## src/rtl/sd_spi_cmd_if.sv

```systemverilog
// Command request/response handshake and SPI card pins for sd_spi_cmd.
// The master side issues commands; the slave side is the command engine.
interface sd_spi_cmd_if;
   logic        start;
   logic [5:0]  cmdIDX;
   logic [31:0] cmdARG;
   logic        rspLONG;
   logic        busy;
   logic        done;
   logic [7:0]  r1;
   logic [31:0] rspDATA;
   logic        timeout;
   logic        sdMISO;
   logic        sdMOSI;
   logic        sdSCLK;
   logic        sdCS;

   modport master (
      output start, cmdIDX, cmdARG, rspLONG, sdMISO,
      input  busy, done, r1, rspDATA, timeout, sdMOSI, sdSCLK, sdCS
   );

   modport slave (
      input  start, cmdIDX, cmdARG, rspLONG, sdMISO,
      output busy, done, r1, rspDATA, timeout, sdMOSI, sdSCLK, sdCS
   );
endinterface

```

## src/rtl/sd_spi_cmd.sv

```systemverilog
// SD card SPI-mode command engine: sends one command frame, polls for R1,
// optionally reads a 4-byte trailer, then releases the card.
module sd_spi_cmd #(
   parameter int unsigned CLKDIV = 2,
   parameter int unsigned NCRMAX = 8
) (
   input  logic        clk,
   input  logic        reset,
   sd_spi_cmd_if.slave bus
);

   localparam int unsigned     CntW    = $clog2(NCRMAX + 8);
   localparam logic [7:0]      DivLast = 8'(CLKDIV - 1);
   localparam logic [CntW-1:0] NcrLast = CntW'(NCRMAX - 1);

   typedef enum logic [2:0] {StIdle, StPre, StCmd, StNcr, StRsp, StPost} state_e;

   state_e          state_q, state_d;
   logic [7:0]      div_q, div_d;
   logic [3:0]      phase_q, phase_d;
   logic [7:0]      tx_q, tx_d;
   logic [7:0]      rx_q, rx_d;
   logic [CntW-1:0] cnt_q, cnt_d;
   logic            gap_q, gap_d;
   logic            cs_q, cs_d;
   logic            busy_q, busy_d;
   logic            done_q, done_d;
   logic            timeout_q, timeout_d;
   logic [7:0]      r1_q, r1_d;
   logic [31:0]     rsp_q, rsp_d;
   logic [5:0]      idx_q, idx_d;
   logic [31:0]     arg_q, arg_d;
   logic            long_q, long_d;

   logic [39:0]     crc_msg;
   logic [6:0]      crc;
   logic [7:0]      cmd_next;
   logic            byte_end;

   // CRC7 (x^7 + x^3 + 1) over the first five frame bytes, MSB first.
   always_comb begin
      crc_msg = {2'b01, idx_q, arg_q};
      crc     = '0;
      for (int i = 39; i >= 0; i--) begin
         crc = {crc[5:0], 1'b0} ^ ({7{crc[6] ^ crc_msg[i]}} & 7'h09);
      end
   end

   // Frame byte following CMD byte cnt_q.
   always_comb begin
      case (cnt_q)
         CntW'(0): cmd_next = arg_q[31:24];
         CntW'(1): cmd_next = arg_q[23:16];
         CntW'(2): cmd_next = arg_q[15:8];
         CntW'(3): cmd_next = arg_q[7:0];
         default:  cmd_next = {crc, 1'b1};
      endcase
   end

   always_comb begin
      state_d   = state_q;
      div_d     = div_q;
      phase_d   = phase_q;
      tx_d      = tx_q;
      rx_d      = rx_q;
      cnt_d     = cnt_q;
      gap_d     = gap_q;
      cs_d      = cs_q;
      busy_d    = busy_q;
      done_d    = 1'b0;
      timeout_d = timeout_q;
      r1_d      = r1_q;
      rsp_d     = rsp_q;
      idx_d     = idx_q;
      arg_d     = arg_q;
      long_d    = long_q;
      byte_end  = 1'b0;

      if (state_q == StIdle) begin
         if (bus.start) begin
            idx_d     = bus.cmdIDX;
            arg_d     = bus.cmdARG;
            long_d    = bus.rspLONG;
            cs_d      = 1'b0;
            busy_d    = 1'b1;
            tx_d      = 8'hFF;
            r1_d      = 8'hFF;
            rsp_d     = '0;
            timeout_d = 1'b0;
            div_d     = '0;
            phase_d   = '0;
            cnt_d     = '0;
            state_d   = StPre;
         end
      end else if (state_q == StPost && gap_q) begin
         // One idle cycle with CS already high before the release byte.
         gap_d = 1'b0;
      end else if (div_q == DivLast) begin
         div_d   = '0;
         phase_d = phase_q + 4'd1;
         if (!phase_q[0]) begin
            rx_d = {rx_q[6:0], bus.sdMISO};
         end else if (phase_q != 4'd15) begin
            tx_d = {tx_q[6:0], 1'b1};
         end else begin
            byte_end = 1'b1;
         end
      end else begin
         div_d = div_q + 8'd1;
      end

      if (byte_end) begin
         tx_d  = 8'hFF;
         cnt_d = '0;
         case (state_q)
            StPre: begin
               tx_d    = {2'b01, idx_q};
               state_d = StCmd;
            end
            StCmd: begin
               if (cnt_q == CntW'(5)) begin
                  state_d = StNcr;
               end else begin
                  tx_d  = cmd_next;
                  cnt_d = cnt_q + CntW'(1);
               end
            end
            StNcr: begin
               if (!rx_q[7]) begin
                  r1_d    = rx_q;
                  state_d = long_q ? StRsp : StPost;
               end else if (cnt_q == NcrLast) begin
                  timeout_d = 1'b1;
                  r1_d      = 8'hFF;
                  state_d   = StPost;
               end else begin
                  cnt_d = cnt_q + CntW'(1);
               end
            end
            StRsp: begin
               rsp_d = {rsp_q[23:0], rx_q};
               if (cnt_q == CntW'(3)) begin
                  state_d = StPost;
               end else begin
                  cnt_d = cnt_q + CntW'(1);
               end
            end
            StPost: begin
               busy_d  = 1'b0;
               done_d  = 1'b1;
               state_d = StIdle;
            end
            default: ;
         endcase
         if (state_d == StPost && state_q != StPost) begin
            cs_d  = 1'b1;
            gap_d = 1'b1;
         end
      end
   end

   always_ff @(posedge clk or negedge reset) begin
      if (!reset) begin
         state_q   <= StIdle;
         div_q     <= '0;
         phase_q   <= '0;
         tx_q      <= 8'hFF;
         rx_q      <= '0;
         cnt_q     <= '0;
         gap_q     <= 1'b0;
         cs_q      <= 1'b1;
         busy_q    <= 1'b0;
         done_q    <= 1'b0;
         timeout_q <= 1'b0;
         r1_q      <= 8'hFF;
         rsp_q     <= '0;
         idx_q     <= '0;
         arg_q     <= '0;
         long_q    <= 1'b0;
      end else begin
         state_q   <= state_d;
         div_q     <= div_d;
         phase_q   <= phase_d;
         tx_q      <= tx_d;
         rx_q      <= rx_d;
         cnt_q     <= cnt_d;
         gap_q     <= gap_d;
         cs_q      <= cs_d;
         busy_q    <= busy_d;
         done_q    <= done_d;
         timeout_q <= timeout_d;
         r1_q      <= r1_d;
         rsp_q     <= rsp_d;
         idx_q     <= idx_d;
         arg_q     <= arg_d;
         long_q    <= long_d;
      end
   end

   // SCLK is high during odd phases; MOSI is the MSB of the shift register.
   assign bus.sdSCLK  = phase_q[0];
   assign bus.sdMOSI  = tx_q[7];
   assign bus.sdCS    = cs_q;
   assign bus.busy    = busy_q;
   assign bus.done    = done_q;
   assign bus.r1      = r1_q;
   assign bus.rspDATA = rsp_q;
   assign bus.timeout = timeout_q;

endmodule

```

## src/flat_wrapper.sv

```systemverilog
// flat-port wrapper written by rule: the top's interface ports become plain ports
module sd_spi_cmd_flat 
#(
   parameter int unsigned CLKDIV = 2,
   parameter int unsigned NCRMAX = 8
)
  (clk, reset, bus_start, bus_cmdIDX, bus_cmdARG, bus_rspLONG, bus_sdMISO, bus_busy, bus_done, bus_r1, bus_rspDATA, bus_timeout, bus_sdMOSI, bus_sdSCLK, bus_sdCS);
  sd_spi_cmd_if bus_i ();
  input  logic clk;
  input  logic reset;
  input wire logic [$bits(bus_i.start)-1:0] bus_start;
  input wire logic [$bits(bus_i.cmdIDX)-1:0] bus_cmdIDX;
  input wire logic [$bits(bus_i.cmdARG)-1:0] bus_cmdARG;
  input wire logic [$bits(bus_i.rspLONG)-1:0] bus_rspLONG;
  input wire logic [$bits(bus_i.sdMISO)-1:0] bus_sdMISO;
  output wire logic [$bits(bus_i.busy)-1:0] bus_busy;
  output wire logic [$bits(bus_i.done)-1:0] bus_done;
  output wire logic [$bits(bus_i.r1)-1:0] bus_r1;
  output wire logic [$bits(bus_i.rspDATA)-1:0] bus_rspDATA;
  output wire logic [$bits(bus_i.timeout)-1:0] bus_timeout;
  output wire logic [$bits(bus_i.sdMOSI)-1:0] bus_sdMOSI;
  output wire logic [$bits(bus_i.sdSCLK)-1:0] bus_sdSCLK;
  output wire logic [$bits(bus_i.sdCS)-1:0] bus_sdCS;
  assign bus_i.start = bus_start;
  assign bus_i.cmdIDX = bus_cmdIDX;
  assign bus_i.cmdARG = bus_cmdARG;
  assign bus_i.rspLONG = bus_rspLONG;
  assign bus_i.sdMISO = bus_sdMISO;
  assign bus_busy = bus_i.busy;
  assign bus_done = bus_i.done;
  assign bus_r1 = bus_i.r1;
  assign bus_rspDATA = bus_i.rspDATA;
  assign bus_timeout = bus_i.timeout;
  assign bus_sdMOSI = bus_i.sdMOSI;
  assign bus_sdSCLK = bus_i.sdSCLK;
  assign bus_sdCS = bus_i.sdCS;
  sd_spi_cmd #(.CLKDIV(CLKDIV), .NCRMAX(NCRMAX)) u_core (.clk(clk), .reset(reset), .bus(bus_i));
endmodule
```

## config.mk

```make
export PLATFORM = sky130hd
export DESIGN_NAME = sd_spi_cmd_flat
export DESIGN_NICKNAME = d
export VERILOG_FILES = /design/src/rtl/sd_spi_cmd_if.sv /design/src/rtl/sd_spi_cmd.sv /design/src/flat_wrapper.sv
export SDC_FILE = /design/constraint.sdc
export NUM_CORES = 1
export LEC_CHECK = 0
export CORE_ASPECT_RATIO = 0.7
export CORE_MARGIN = 2
export CORE_UTILIZATION = 40
export CTS_CLUSTER_DIAMETER = 50
export CTS_CLUSTER_SIZE = 40
export DETAILED_ROUTE_END_ITERATION = 16
export SLEW_MARGIN = 20
export SYNTH_ARGS = -nofsm -noshare
export SYNTH_HDL_FRONTEND = slang
export SYNTH_SLANG_ARGS = --single-unit
```

## constraint.sdc

```tcl
create_clock -name clk -period 3.24 [get_ports clk]
set_clock_uncertainty 0.15 [all_clocks]
set_input_delay 0.324 -clock clk [delete_from_list [all_inputs] [get_ports clk]]
set_output_delay 0.324 -clock clk [all_outputs]
set_load 0.02 [all_outputs]
```

After elaboration in Yosys (flattened, before gate mapping)

Cells that the tools add are included.

Register bits: 119
Input bits: 43

Add/subtract/negate cells: 3
Equality and inequality tests: 18
Multiplexer cells: 70
Bitwise operators: 76
Reductions and logical operators: 16

Operators with widths:

| kind                  | number |
|---|---|
| $xor A7 B4 Y7         | 36 |
| $mux W8               | 18 |
| $mux W32              | 4 |
| $mux W4               | 10 |
| $xor A1 B1 Y1         | 35 |
| $pmux W8 S4           | 1 |
| $mux W1               | 26 |
| $mux W3               | 8 |
| $pmux W8 S2           | 1 |
| $pmux W3 S5           | 1 |
| $pmux W4 S3           | 1 |
| $eq A3 B3 Y1 const B  | 3 |
| $reduce_bool A3 Y1    | 3 |
| $add A4 B1 Y4 const B | 2 |
| $add A8 B1 Y8 const B | 1 |
| $eq A4 B2 Y1 const B  | 2 |
| $eq A4 B3 Y1 const B  | 2 |
| $eq A8 B1 Y1 const B  | 1 |
| $eq A3 B2 Y1 const B  | 2 |
| $reduce_and A2 Y1     | 3 |
| $reduce_bool A2 Y1    | 3 |
| $xor A6 B4 Y6         | 1 |
| $reduce_and A5 Y1     | 1 |
| $eq A4 B1 Y1 const B  | 1 |
| other kinds (14)      | 17 |

Logic depth before layout (Yosys ltp)

Depth after elaboration: 76
Mapped depth: 10
Mapped depth without buffers: 9

Worst setup path after synthesis

No wires, ideal clock.

Kind: register to register
Start point: reg u_core.div_q[1]
End point: reg u_core.r1_q[0], in the netlist u_core.bus.r1[0]
Library setup time: 80 ps
Arrival time: 2671 ps
Setup slack: 340 ps
Cell stages (with the launch flop): 9
Period minus slack after synthesis: 2900 ps
Path through: dfrtp_1 inv_1 ha_1 or4b_1 or4_4 or4_4 or3_1 buf_6 o22a_1

Word-level cells in the longest chain between the ends: 5

RTL lines:

| what                     | RTL line          | text |
|---|---|---|
| start: declaration       | sd_spi_cmd.sv:19  | `logic [7:0] div_q, div_d;` |
| start signal: assignment | sd_spi_cmd.sv:182 | `div_q <= div_d;` |
| $eq A8 B1 Y1             | sd_spi_cmd.sv:98  | `end else if (div_q == DivLast) begin` |
| $mux W1                  | sd_spi_cmd.sv:98  |  |
| $mux W1                  | sd_spi_cmd.sv:95  | `end else if (state_q == StPost && gap_q) begin` |
| $mux W1                  | sd_spi_cmd.sv:79  | `if (state_q == StIdle) begin` |
| $mux W8                  | sd_spi_cmd.sv:112 | `if (byte_end) begin` |
| net u_core.r1_d[0]       | sd_spi_cmd.sv:29  | `logic [7:0] r1_q, r1_d;` |
| end signal: assignment   | sd_spi_cmd.sv:192 | `r1_q <= r1_d;` |
| end: declaration         | sd_spi_cmd.sv:29  |  |

The timed path passes the listed nets, and every way through them passes these cells.
A chain may end at the register's enable or synchronous reset.

Final worst setup path

Ends and elaborated chain as after synthesis.

==> run summary <==
Routing
• initial detailed-routing violation count: 478
• final WL: 16.0 mm
• via count of the routed design: 5010
• 1st-pass router iterations: 6
• number of remaining DRC errors: 0
• Antenna Violating Nets Remaining: 0
• vias per inst: 5.21
• drt wl/cell: 16.7 um

Synth
• yosys synthesis warning count: 0
• Mapped Nets: 714
• sequential area share after synthesis: 48.1%
• simple logic cell fraction of the synthesized area: 23.0%
• number of storage elements in the synthesis netlist: 119
• Post-synth EDFFs: 0
• average instance area after synthesis: 9.40 sq um
• mux share of post-synthesis cell area: 1.44%
• Synth Instances: 664
• area share of xor/xnor cells in the synthesized design: 13.4%
• number of different library cells in the post-synthesis netlist: 55
• largest family of logic cells by synthesized area: simple AND/OR/NAND/NOR gates
• synthesized cell area: 0.00624 sq mm
• ys async rst share: 100%
• leading register cell type out of synthesis: sky130_fd_sc_hd__dfrtp_1
• synthesized-area fraction occupied by adder cells: 1.40%
• Compound-Gate Fraction of Synth Area: 9.91%

Pwr
• switching power summed over all nets: 2890 uW
• Design Power: 8660 uW
• leakage power of the design: 0.00369 uW
• Pwr Density: 1090 mW/mm^2
• switch share: 33.3%
• Int Pwr: 5770 uW
• share of power burned in the clock network: 21.8%
• maximum vdd drop: 0.00131 V
• combinational share of power: 52.9%
• portion of total power attributed to sequential cells: 25.3%

Placement
• weighted congestion reported at the end of routability-driven placement: 0.873
• setup slack after placement: 0.164 ns
• input/output buffers: 88
• detailed placer's ending HPWL: 11.6 mm
• total instance count after detailed placement: 929

Finish
• end-of-flow core utilization: 51.7%
• post-synthesis to final-layout area growth: 27.3%
• # nets final: 799
• multi-input logic area: 0.00307 sq mm
• antenna cells: 0
• fillers: 1368
• highest-count cells in the layout ignoring fill and taps: sky130_fd_sc_hd__nand2_1, sky130_fd_sc_hd__dfrtp_1, sky130_fd_sc_hd__clkdlybuf4s50_1
• area taken by flip-flops and latches: 0.00300 sq mm
• most frequent standard cell in the layout excluding fill and tap cells: sky130_fd_sc_hd__nand2_1
• share of cells above drive strength 1: 9.71%
• number of standard cells in the final layout excluding fillers: 962

Die
• number of top-level design ports: 89
• count of standard-cell rows: 38
• area enclosed by the die boundary: 0.0166 sq mm
• Die Wd: 153 um
• starting density of the core: 40.6%
• die extent in y: 108 um
• Floorplan Core Area: 0.0154 sq mm

Clock tree
• number of sinks driven by the clock tree: 119
• CTS H-Tree Depth: 4
• hold buffers post-CTS: 1
• root buf cell: sky130_fd_sc_hd__clkbuf_16
• clk buf depth: 2
• clock buffers created by TritonCTS: 17
• Setup Fix Bufs, Post-CTS: 0
• insertion delay to the later sink of the worst-skew pair: 0.42 ns
• CTS tree: yes
• clock transition time at the flip-flop clock pins of the worst setup and hold paths: 0.06 ns
• total of cells resized after clock tree synthesis: 0

Global route
• global-route track usage on met3: 6.33%
• GR Util All Layers: 20.5%
• grt total ovfl: 0
• pin count of the biggest net entering global routing: 50
• antenna violations before repair: 0
• global-route track usage on met2: 26.3%
• global-route wire length before repair: 26.4 mm
• grt peak-use layer: met1
• number of global-route vias before repair: 4834
• met1 demand-to-capacity share in global routing: 32.5%

STA
• setup repair after global routing missed its margin: no
• final slew viol count: 0
• final critical-path share of the clock period: 95.3%
• relative max-transition margin: 48.9%
• final worst slack: 0.152 ns
• Setup-failing EPs final: 0
• f_max: 0.324 GHz
• transition time at the pin with the least slew margin: 0.764 ns
• Fin. Hold Viols: 0
• time the worst path needs with I/O delays and setup: 3.09 ns
• final setup TNS: 0 ns

Worst setup path
• Crit path required time: 3.44 ns
• path type of the worst setup path: reg2reg
• largest fanout of any net on the critical path: 8
• element type at the critical path start: flip-flop
• capturing element type of the critical path: flip-flop
• Critical Path AT: 3.28 ns

Outcome
• result of the run: complete, no violations

Run
• maximum capacitance violations: 0

Min path
• path class of the lowest-slack min-delay path: in2reg

[registers in the layout (all words and copies together) (netlist names)]
name                cells
u_core.bus.timeout      1
u_core.bus.done         1
u_core.cnt_q            4
u_core.arg_q           32
u_core.phase_q          4
u_core.idx_q            6
u_core.div_q            8
u_core.bus.sdCS         1
u_core.long_q           1
u_core.bus.busy         1
u_core.bus.rspDATA     32
u_core.state_q          3
u_core.bus.r1           8
u_core.rx_q             8
u_core.gap_q            1
u_core.tx_q             8
[final cells by class]
type / instances / share of cell area (%)
Clock buffer: 20 / 5.50
Timing Repair Buffer: 102 / 12.7
Tap cell: 200 / 3.15
Multi-Input combinational cell: 502 / 38.6
Sequential cell: 119 / 37.7
Clock inverter: 12 / 1.92
Inverter: 7 / 0.331
[kinds of logic (layout without fill, tap and decap cells)]
family	count (synthesis)	after routing
and+or+nand+nor	330	330
adders and majority gates	7	7
buffers and inverters	43	141
xor gates and xnor gates	62	62
AOI/OAI and AO/OA	95	95
muxes	8	8
DFF	119	119
[power groups by stage]
stage,Combinational [uW],Sequential (uW),Clock (uW)
2_1_floorplan,3790,2080,0
3_3_place_gp,4490,2190,0
3_5_place_dp,4530,2200,0
4_1_cts,4550,2180,1920
5_1_grt,4900,2240,1990
6_report,4580,2190,1890
[per-stage QoR]
stage / hold slack, ns / instance area, sq um
floorplan: -0.122 / 6240
finish: 0.277 / 7950
CTS: 0.265 / 7950
global route: 0.282 / 7950
detailed placement: 0.233 / 7350
global placement: 0.225 / 7350
[metal layers]
layer / routed length, um / share of wire (%)
met2: 6240 / 39
met3: 1050 / 6.6
met4: 158 / 0.98
met5: 0 / 0
met1: 8600 / 54
[critical path, stage by stage (launching register included)]
cell and delay, ns:
sky130_fd_sc_hd__dfrtp_1 0.39, sky130_fd_sc_hd__inv_1 0.07, sky130_fd_sc_hd__ha_1 0.13, sky130_fd_sc_hd__or4b_1 0.45, sky130_fd_sc_hd__or4_4 0.48, sky130_fd_sc_hd__or4_4 0.59, sky130_fd_sc_hd__or3_1 0.52, sky130_fd_sc_hd__o22a_1 0.23
[final timing paths]
path | to | slack (ns) | depth (start not counted) | from
worst min register to register | u_core.bus.sdCS$_DFF_PN1_ | 0.31 | 2 | u_core.bus.sdCS$_DFF_PN1_
worst max-delay path | u_core.bus.r1[0]$_DFF_PN1_ | 0.15 | 7 | u_core.div_q[1]$_DFFE_PN0P_
worst min-delay path | u_core.arg_q[27]$_DFFE_PN0P_ | 0.28 | 3 | bus_cmdARG[27]
worst max register to register | u_core.bus.r1[0]$_DFF_PN1_ | 0.15 | 7 | u_core.div_q[1]$_DFFE_PN0P_
min in group asynchronous | u_core.arg_q[17]$_DFFE_PN0P_ | 0.32 | 2 | reset
max in group asynchronous | u_core.bus.rspDATA[20]$_DFF_PN0_ | 1.86 | 3 | reset
[Yosys cell counts, drive strengths merged, types with 2 or more instances]
cell / count / area (sq um)
a211oi: 2 / 15.0
a21o: 4 / 30.0
a21oi: 14 / 70.1
a221oi: 3 / 26.3
a222oi: 7 / 70.1
a31oi: 4 / 25.0
and2: 2 / 12.5
and3: 3 / 18.8
buf: 6 / 35.0
clkbuf: 30 / 113
dfrtp: 102 / 2550
dfstp: 17 / 447
ha: 7 / 87.6
inv: 7 / 26.3
mux2: 8 / 90.1
nand2: 221 / 830
nand2b: 8 / 50.1
nand3: 41 / 205
nand3b: 2 / 15.0
nand4: 2 / 12.5
nor2: 21 / 78.8
nor2b: 7 / 43.8
nor3: 7 / 35.0
nor4: 3 / 33.8
o211ai: 2 / 15.0
o21ai: 36 / 180
o22a: 7 / 61.3
o22ai: 5 / 31.3
or3: 6 / 37.5
or4: 2 / 22.5
xnor2: 30 / 263
xnor3: 18 / 405
xor2: 11 / 96.3
xor3: 3 / 71.3
Power figures use the tool's default switching activity.
